--- src/rtl/axi4l_pkg.sv ---
// Shared AXI4-Lite types: response codes and the slave FSM state encodings.
package axi4l_pkg;

  typedef enum logic [1:0] {
    OKAY   = 2'b00,
    EXOKAY = 2'b01,
    SLVERR = 2'b10,
    DECERR = 2'b11
  } resp_t;

  typedef enum logic {
    WR_COLLECT = 1'b0,
    WR_RESP    = 1'b1
  } wr_state_t;

  typedef enum logic {
    RD_ADDR = 1'b0,
    RD_DATA = 1'b1
  } rd_state_t;

endpackage

--- src/rtl/axi4l_regfile_core.sv ---
// Register storage with a byte-strobed write port and a registered read port.
// Out-of-range indices write nothing and read back as zero.
module axi4l_regfile_core #(
  parameter int DATA_SIZE = 32,
  parameter int IDX_W     = 8,
  parameter int NREGS     = 16
) (
  input  logic                   clk,
  input  logic                   rst,
  input  logic                   we,
  input  logic [IDX_W-1:0]       widx,
  input  logic [DATA_SIZE-1:0]   wdata,
  input  logic [DATA_SIZE/8-1:0] wstrb,
  output logic                   widx_ok,
  input  logic                   re,
  input  logic [IDX_W-1:0]       ridx,
  output logic                   ridx_ok,
  output logic [DATA_SIZE-1:0]   rdata
);

  localparam int STRB_W = DATA_SIZE / 8;
  localparam int MEM_AW = (NREGS > 1) ? $clog2(NREGS) : 1;
  localparam logic [IDX_W:0] NREGS_V = NREGS[IDX_W:0];

  logic [DATA_SIZE-1:0] mem_r [NREGS];
  logic [DATA_SIZE-1:0] rdata_r;

  function automatic logic idx_in_range(input logic [IDX_W-1:0] idx);
    return ({1'b0, idx} < NREGS_V);
  endfunction

  assign widx_ok = idx_in_range(widx);
  assign ridx_ok = idx_in_range(ridx);
  assign rdata   = rdata_r;

  // Storage array: cleared on reset, byte lanes updated under strobe.
  always_ff @(posedge clk or posedge rst) begin
    if (rst) begin
      for (int i = 0; i < NREGS; i++) begin
        mem_r[i] <= '0;
      end
    end else if (we && widx_ok) begin
      for (int b = 0; b < STRB_W; b++) begin
        if (wstrb[b]) begin
          mem_r[widx[MEM_AW-1:0]][b*8 +: 8] <= wdata[b*8 +: 8];
        end
      end
    end
  end

  // Read register samples the pre-write array contents on a colliding edge.
  always_ff @(posedge clk or posedge rst) begin
    if (rst) begin
      rdata_r <= '0;
    end else if (re) begin
      rdata_r <= ridx_ok ? mem_r[ridx[MEM_AW-1:0]] : '0;
    end
  end

endmodule

--- src/rtl/axi4l_regfile_slave.sv ---
// AXI4-Lite slave exposing a byte-strobed register file; independent write
// and read channel FSMs, one outstanding transaction per channel.
module axi4l_regfile_slave
  import axi4l_pkg::*;
#(
  parameter int DATA_SIZE = 32,
  parameter int ADDR_SIZE = 10,
  parameter int NREGS     = 16
) (
  input  logic                   ACLK,
  input  logic                   ARESET,
  input  logic [ADDR_SIZE-1:0]   awaddr,
  input  logic                   awvalid,
  output logic                   awready,
  input  logic [DATA_SIZE-1:0]   wdata,
  input  logic [DATA_SIZE/8-1:0] wstrb,
  input  logic                   wvalid,
  output logic                   wready,
  output logic [1:0]             bresp,
  output logic                   bvalid,
  input  logic                   bready,
  input  logic [ADDR_SIZE-1:0]   araddr,
  input  logic                   arvalid,
  output logic                   arready,
  output logic [DATA_SIZE-1:0]   rdata,
  output logic [1:0]             rresp,
  output logic                   rvalid,
  input  logic                   rready
);

  localparam int STRB_W = DATA_SIZE / 8;
  localparam int LSB    = $clog2(STRB_W);
  localparam int IDX_W  = ADDR_SIZE - LSB;

  wr_state_t            wr_state_r;
  rd_state_t            rd_state_r;
  logic                 aw_held_r, w_held_r;
  logic [IDX_W-1:0]     awidx_r;
  logic [DATA_SIZE-1:0] wdata_r;
  logic [STRB_W-1:0]    wstrb_r;
  logic                 awready_r, wready_r, arready_r;
  logic                 bvalid_r, rvalid_r;
  resp_t                bresp_r, rresp_r;

  logic                 aw_hit_s, w_hit_s, ar_hit_s, commit_s;
  logic [IDX_W-1:0]     widx_s;
  logic [DATA_SIZE-1:0] wdata_s;
  logic [STRB_W-1:0]    wstrb_s;
  logic                 widx_ok_s, ridx_ok_s;
  logic                 unused_s;

  assign unused_s = ^{awaddr[LSB-1:0], araddr[LSB-1:0]};

  // A commit may use a freshly presented AW/W beat or the latched one.
  always_comb begin
    aw_hit_s = awvalid & awready_r;
    w_hit_s  = wvalid & wready_r;
    ar_hit_s = arvalid & arready_r;
    widx_s   = aw_held_r ? awidx_r : awaddr[ADDR_SIZE-1:LSB];
    wdata_s  = w_held_r ? wdata_r : wdata;
    wstrb_s  = w_held_r ? wstrb_r : wstrb;
    commit_s = (aw_held_r | aw_hit_s) & (w_held_r | w_hit_s);
  end

  axi4l_regfile_core #(
    .DATA_SIZE (DATA_SIZE),
    .IDX_W     (IDX_W),
    .NREGS     (NREGS)
  ) u_core (
    .clk     (ACLK),
    .rst     (ARESET),
    .we      (commit_s),
    .widx    (widx_s),
    .wdata   (wdata_s),
    .wstrb   (wstrb_s),
    .widx_ok (widx_ok_s),
    .re      (ar_hit_s),
    .ridx    (araddr[ADDR_SIZE-1:LSB]),
    .ridx_ok (ridx_ok_s),
    .rdata   (rdata)
  );

  // Write channel FSM: collect AW and W in any order, then hold B until taken.
  always_ff @(posedge ACLK or posedge ARESET) begin
    if (ARESET) begin
      wr_state_r <= WR_COLLECT;
      aw_held_r  <= 1'b0;
      w_held_r   <= 1'b0;
      awidx_r    <= '0;
      wdata_r    <= '0;
      wstrb_r    <= '0;
      awready_r  <= 1'b0;
      wready_r   <= 1'b0;
      bvalid_r   <= 1'b0;
      bresp_r    <= OKAY;
    end else begin
      case (wr_state_r)
        WR_COLLECT: begin
          if (aw_hit_s) begin
            awidx_r <= awaddr[ADDR_SIZE-1:LSB];
          end
          if (w_hit_s) begin
            wdata_r <= wdata;
            wstrb_r <= wstrb;
          end
          if (commit_s) begin
            aw_held_r  <= 1'b0;
            w_held_r   <= 1'b0;
            awready_r  <= 1'b0;
            wready_r   <= 1'b0;
            bvalid_r   <= 1'b1;
            bresp_r    <= widx_ok_s ? OKAY : SLVERR;
            wr_state_r <= WR_RESP;
          end else begin
            aw_held_r <= aw_held_r | aw_hit_s;
            w_held_r  <= w_held_r | w_hit_s;
            awready_r <= ~(aw_held_r | aw_hit_s);
            wready_r  <= ~(w_held_r | w_hit_s);
          end
        end
        WR_RESP: begin
          if (bready) begin
            bvalid_r   <= 1'b0;
            awready_r  <= 1'b1;
            wready_r   <= 1'b1;
            wr_state_r <= WR_COLLECT;
          end
        end
        default: begin
          wr_state_r <= WR_COLLECT;
          aw_held_r  <= 1'b0;
          w_held_r   <= 1'b0;
          awready_r  <= 1'b0;
          wready_r   <= 1'b0;
          bvalid_r   <= 1'b0;
        end
      endcase
    end
  end

  // Read channel FSM: accept AR, then hold R until taken.
  always_ff @(posedge ACLK or posedge ARESET) begin
    if (ARESET) begin
      rd_state_r <= RD_ADDR;
      arready_r  <= 1'b0;
      rvalid_r   <= 1'b0;
      rresp_r    <= OKAY;
    end else begin
      case (rd_state_r)
        RD_ADDR: begin
          if (ar_hit_s) begin
            arready_r  <= 1'b0;
            rvalid_r   <= 1'b1;
            rresp_r    <= ridx_ok_s ? OKAY : SLVERR;
            rd_state_r <= RD_DATA;
          end else begin
            arready_r <= 1'b1;
          end
        end
        RD_DATA: begin
          if (rready) begin
            rvalid_r   <= 1'b0;
            arready_r  <= 1'b1;
            rd_state_r <= RD_ADDR;
          end
        end
        default: begin
          rd_state_r <= RD_ADDR;
          arready_r  <= 1'b0;
          rvalid_r   <= 1'b0;
        end
      endcase
    end
  end

  assign awready = awready_r;
  assign wready  = wready_r;
  assign arready = arready_r;
  assign bvalid  = bvalid_r;
  assign bresp   = bresp_r;
  assign rvalid  = rvalid_r;
  assign rresp   = rresp_r;

endmodule

--- config.mk ---
export PLATFORM = sky130hd
export DESIGN_NAME = axi4l_regfile_slave
export DESIGN_NICKNAME = d
export VERILOG_FILES = /design/src/rtl/axi4l_pkg.sv /design/src/rtl/axi4l_regfile_core.sv /design/src/rtl/axi4l_regfile_slave.sv
export SDC_FILE = /design/constraint.sdc
export NUM_CORES = 1
export LEC_CHECK = 0
export ABC_CLOCK_PERIOD_IN_PS = 24700
export BUFFER_PORTS_ARGS = -buffer_cell sky130_fd_sc_hd__buf_2
export CORE_MARGIN = 4
export CORE_UTILIZATION = 31
export CTS_CLUSTER_DIAMETER = 200
export DETAILED_ROUTE_END_ITERATION = 8
export PLACE_DENSITY = 0.56
export SYNTH_ARGS = -nofsm -noshare
export SYNTH_HDL_FRONTEND = slang
export SYNTH_SLANG_ARGS = --single-unit
--- constraint.sdc ---
create_clock -name ACLK -period 24.7 [get_ports ACLK]
set_input_delay 4.94 -clock ACLK [delete_from_list [all_inputs] [get_ports ACLK]]
set_output_delay 4.94 -clock ACLK [all_outputs]
set_load 0.02 [all_outputs]
==> impl_metrics.csv <==
group,metric,value,unit
layout,drive_gt1_share,53.3,%
global_route,overflow,0,
place,port_buffers,97,
cts,cts_tree,"done",
setup_path,path_delay_family,"buffers and inverters",
setup_path,cp_max_fo,51,
cts,hold_buffers,0,
synthesis,netlist_instances,1700,
setup_path,crit_chain,"buf_6 > buf_4 > buf_4 > mux4_2 > mux2i_1 > mux2i_1 > a22o_1",
global_route,top_usage_layer,"met2",
cts,cts.repair.resized,0,
global_route,grt_usage,14.5,%
timing,hold_viol,0,
setup_path,worst_setup_path_end_kind,"register",
timing,max_freq,127,MHz
synthesis,synth_top_area_share,54.4,%
cts,cts_max_level,3,
setup_path,r2r_slack,21290,ps
layout,final_common_cell,"dfrtp_1",
min_path,hold_end,"bvalid",
timing,max_slew.worst_pin.slew,1150,ps
cts,cts_root_buffer,"clkbuf_16",
drt,firstDrtPassIters,5,
synthesis,synth_mux_area_share,38.3,%
floorplan,ios,104,
layout,syn_to_final_growth,13.9,%
cts,clk_latency,600,ps
global_route,grt_use_met1,20.7,%
global_route,antenna_found_initial,5,
place,place_congestion,0.743,
synthesis,ys.warnings.count,0,
drt,antenna_left,0,
timing,post-route-min-period,7870,ps
global_route,grt_max_degree,184,
status,outcome,"finished clean",
cts,cts.sinks,599,
setup_path,cp.required,25180,ps
synthesis,synth_area_per_cell,16.2,um2
timing,relSlewSlack,23.4,%
synthesis,synth_compound_area_share,2.12,%
floorplan,start_util,31.2,%
global_route,grt_pass1_wl,105000,um
synthesis,yosys.cell_types.count,36,
cts,clk_pin_slew,60,ps
timing,rsz0062_at_grt,"false",
synthesis,synth_fa_ha_area_share,0,%
synthesis,synth_top_family_by_area,"multiplexers",
job,drv_cap,0,
setup_path,worst_setup_path_start_kind,"primary input",
timing,holdWs,485,ps
setup_path,worst-path-buf-inv,3,
min_path,holdCritPathClass,"reg -> reg",
floorplan,coreArea,88200,um2
layout,fillers,8302,
global_route,grt_pass1_vias,16700,
drt,num_vias,15100,
setup_path,ff2ff_path_depth,5,
drt,routed_wl,67100,um
cts,cts_max_path_buffers,3,
synthesis,synth-seq-area-share,54.4,%
power_and_ir_drop,p_leak,15.0,nW
floorplan,rows,109,
synthesis,ys_seq_elements,599,
drt,drt_iter0_markers,828,
timing,worst_clock_skew,23.4,ps
setup_path,crit_arrival,8350,ps
layout,final_cell_mix,"598 x dfrtp_1, 535 x mux2_2, 128 x mux4_2",
floorplan,die_area,93800,um2
synthesis,synth_xor_area_share,0,%
drt,routedWlPerCell,22.4,um
setup_path,r2r-start,"aw_held_r",
min_path,hold_depth,1,
global_route,grt_util_met3,2.76,%
synthesis,synthTopCellsByArea,"dfrtp_1 54%, mux2_2 22%, mux4_2 10%",
floorplan,die_w,306,um
setup_path,worst_path_max_delay_cell,"buf_4",
power_and_ir_drop,max-vdd-ir-drop,0.0671,mV
floorplan,dieHeight,306,um
min_path,holdCritStartpoint,"bvalid",
setup_path,r2r_end,"u_core.mem_r[404]",
place,hpwlAfterDp,42200,um
global_route,grtUsageMet2,22.9,%
timing,slew_violations,0,
synthesis,yosys.area_share.simple,3.41,%
drt,drt_drc_violations_left,0,
cts,post_cts_buffers,0,
synthesis,yosysTopAreaCell,"dfrtp_1",
power_and_ir_drop,p_per_area,83.0,nW/um2
synthesis,syn_area,27600,um2
timing,fin_crit_sh,31.8,%
cts,cts_buffers,68,
drt,viasPerCell,5.05,
setup_path,worstSetupPathType,"in -> reg",
timing,setup_viol,0,
setup_path,cpPeakStageDelay,750,ps
layout,nets,1846,
timing,setup_tns,0,ps
[registers in the layout, summed over array words and instances, names as in the netlist]
name / flops
u_core.mem_r: 512
u_core.rdata: 32
wdata_r: 32
awidx_r: 8
wstrb_r: 4
arready: 1
aw_held_r: 1
awready: 1
bresp: 1
bvalid: 1
rd_state_r: 1
rresp: 1
rvalid: 1
w_held_r: 1
wr_state_r: 1
wready: 1
[through the flow]
step | utilization [%] | total power, mW | area [um2] | setup slack [ps] | std cells
2_1_floorplan | - | 1.52 | 27600 | 2990 | 1701
3_3_place_gp | 33.2 | 1.63 | 29300 | 16130 | 2878
3_5_place_dp | 33.2 | 1.66 | 29300 | 16170 | 2878
4_1_cts | 35.6 | 2.65 | 31400 | 16820 | 2994
5_1_grt | 35.6 | 2.74 | 31400 | 16630 | 2994
6_report | 35.6 | 2.61 | 31400 | 16830 | 2996
[synthesized netlist by cell type]
cell type	number
dfrtp_1	599
mux2_2	535
mux4_2	128
mux2i_1	102
clkbuf_1	46
mux2_1	46
nand3_2	40
buf_2	36
a22o_1	33
buf_1	19
nor2_1	10
a21oi_1	9
a22oi_2	9
nand3_1	9
nand3_4	9
mux2_4	8
nand3b_1	8
nand2_1	6
nor3_1	6
inv_1	5
a211oi_4	4
a21oi_2	4
and4_1	4
buf_4	4
nand4_2	4
or3b_4	4
nand2b_1	2
or3_1	2
or3b_2	2
a211oi_1	1
a21o_1	1
buf_6	1
conb_1	1
nor4_1	1
o22ai_1	1
or4_1	1
[layout make-up]
class	count	area (um2)	share of cell area (%)
Antenna cell	2	5.00	0.0159
Clock buffer	98	1990	6.32
Clock inverter	18	145	0.462
Inverter	5	26.3	0.0837
Multi-Input combinational cell	991	12100	38.6
Sequential cell	599	15000	47.7
Tap cell	1165	1460	4.64
Timing Repair Buffer	118	673	2.14
[report_power, final]
group / internal [mW] / switching [mW]
registers: 1.10 / 0.0664
logic: 0.193 / 0.285
clock network: 0.569 / 0.397
total: 1.86 / 0.748
[per-layer routing]
metal | vias up | wire length, um
met5 | - | 0
met3 | 80 | 2620
li1 | 6617 | -
met1 | 8195 | 31800
met2 | 244 | 31500
met4 | 0 | 1180
[cells by family (layout without fill, tap and decap cells)]
family	after synthesis	count (layout)
buf+inv	111	239
compound gates	62	62
flops	599	599
mux	819	819
other cells	1	4
simple gates	108	108
[how the worst max path moves through the flow]
stage,startpoint,to,slack (ps),cells past startpoint
6_report,araddr[5],u_core.rdata[13],16830,7
3_3_place_gp,araddr[5],u_core.rdata[13],16130,7
4_1_cts,araddr[5],u_core.rdata[13],16820,7
3_5_place_dp,araddr[5],u_core.rdata[13],16170,7
2_1_floorplan,ARESET,arready,2990,1
5_1_grt,araddr[5],u_core.rdata[13],16630,7
[worst register-to-register path, cell delays in order (launching register included)]
cell and delay, ps:
dfrtp_1 630, nor3_1 330, a22o_4 150, buf_4 710, nand3_1 940, mux2_2 520
Note: power is estimated with default switching activity, not from simulation.
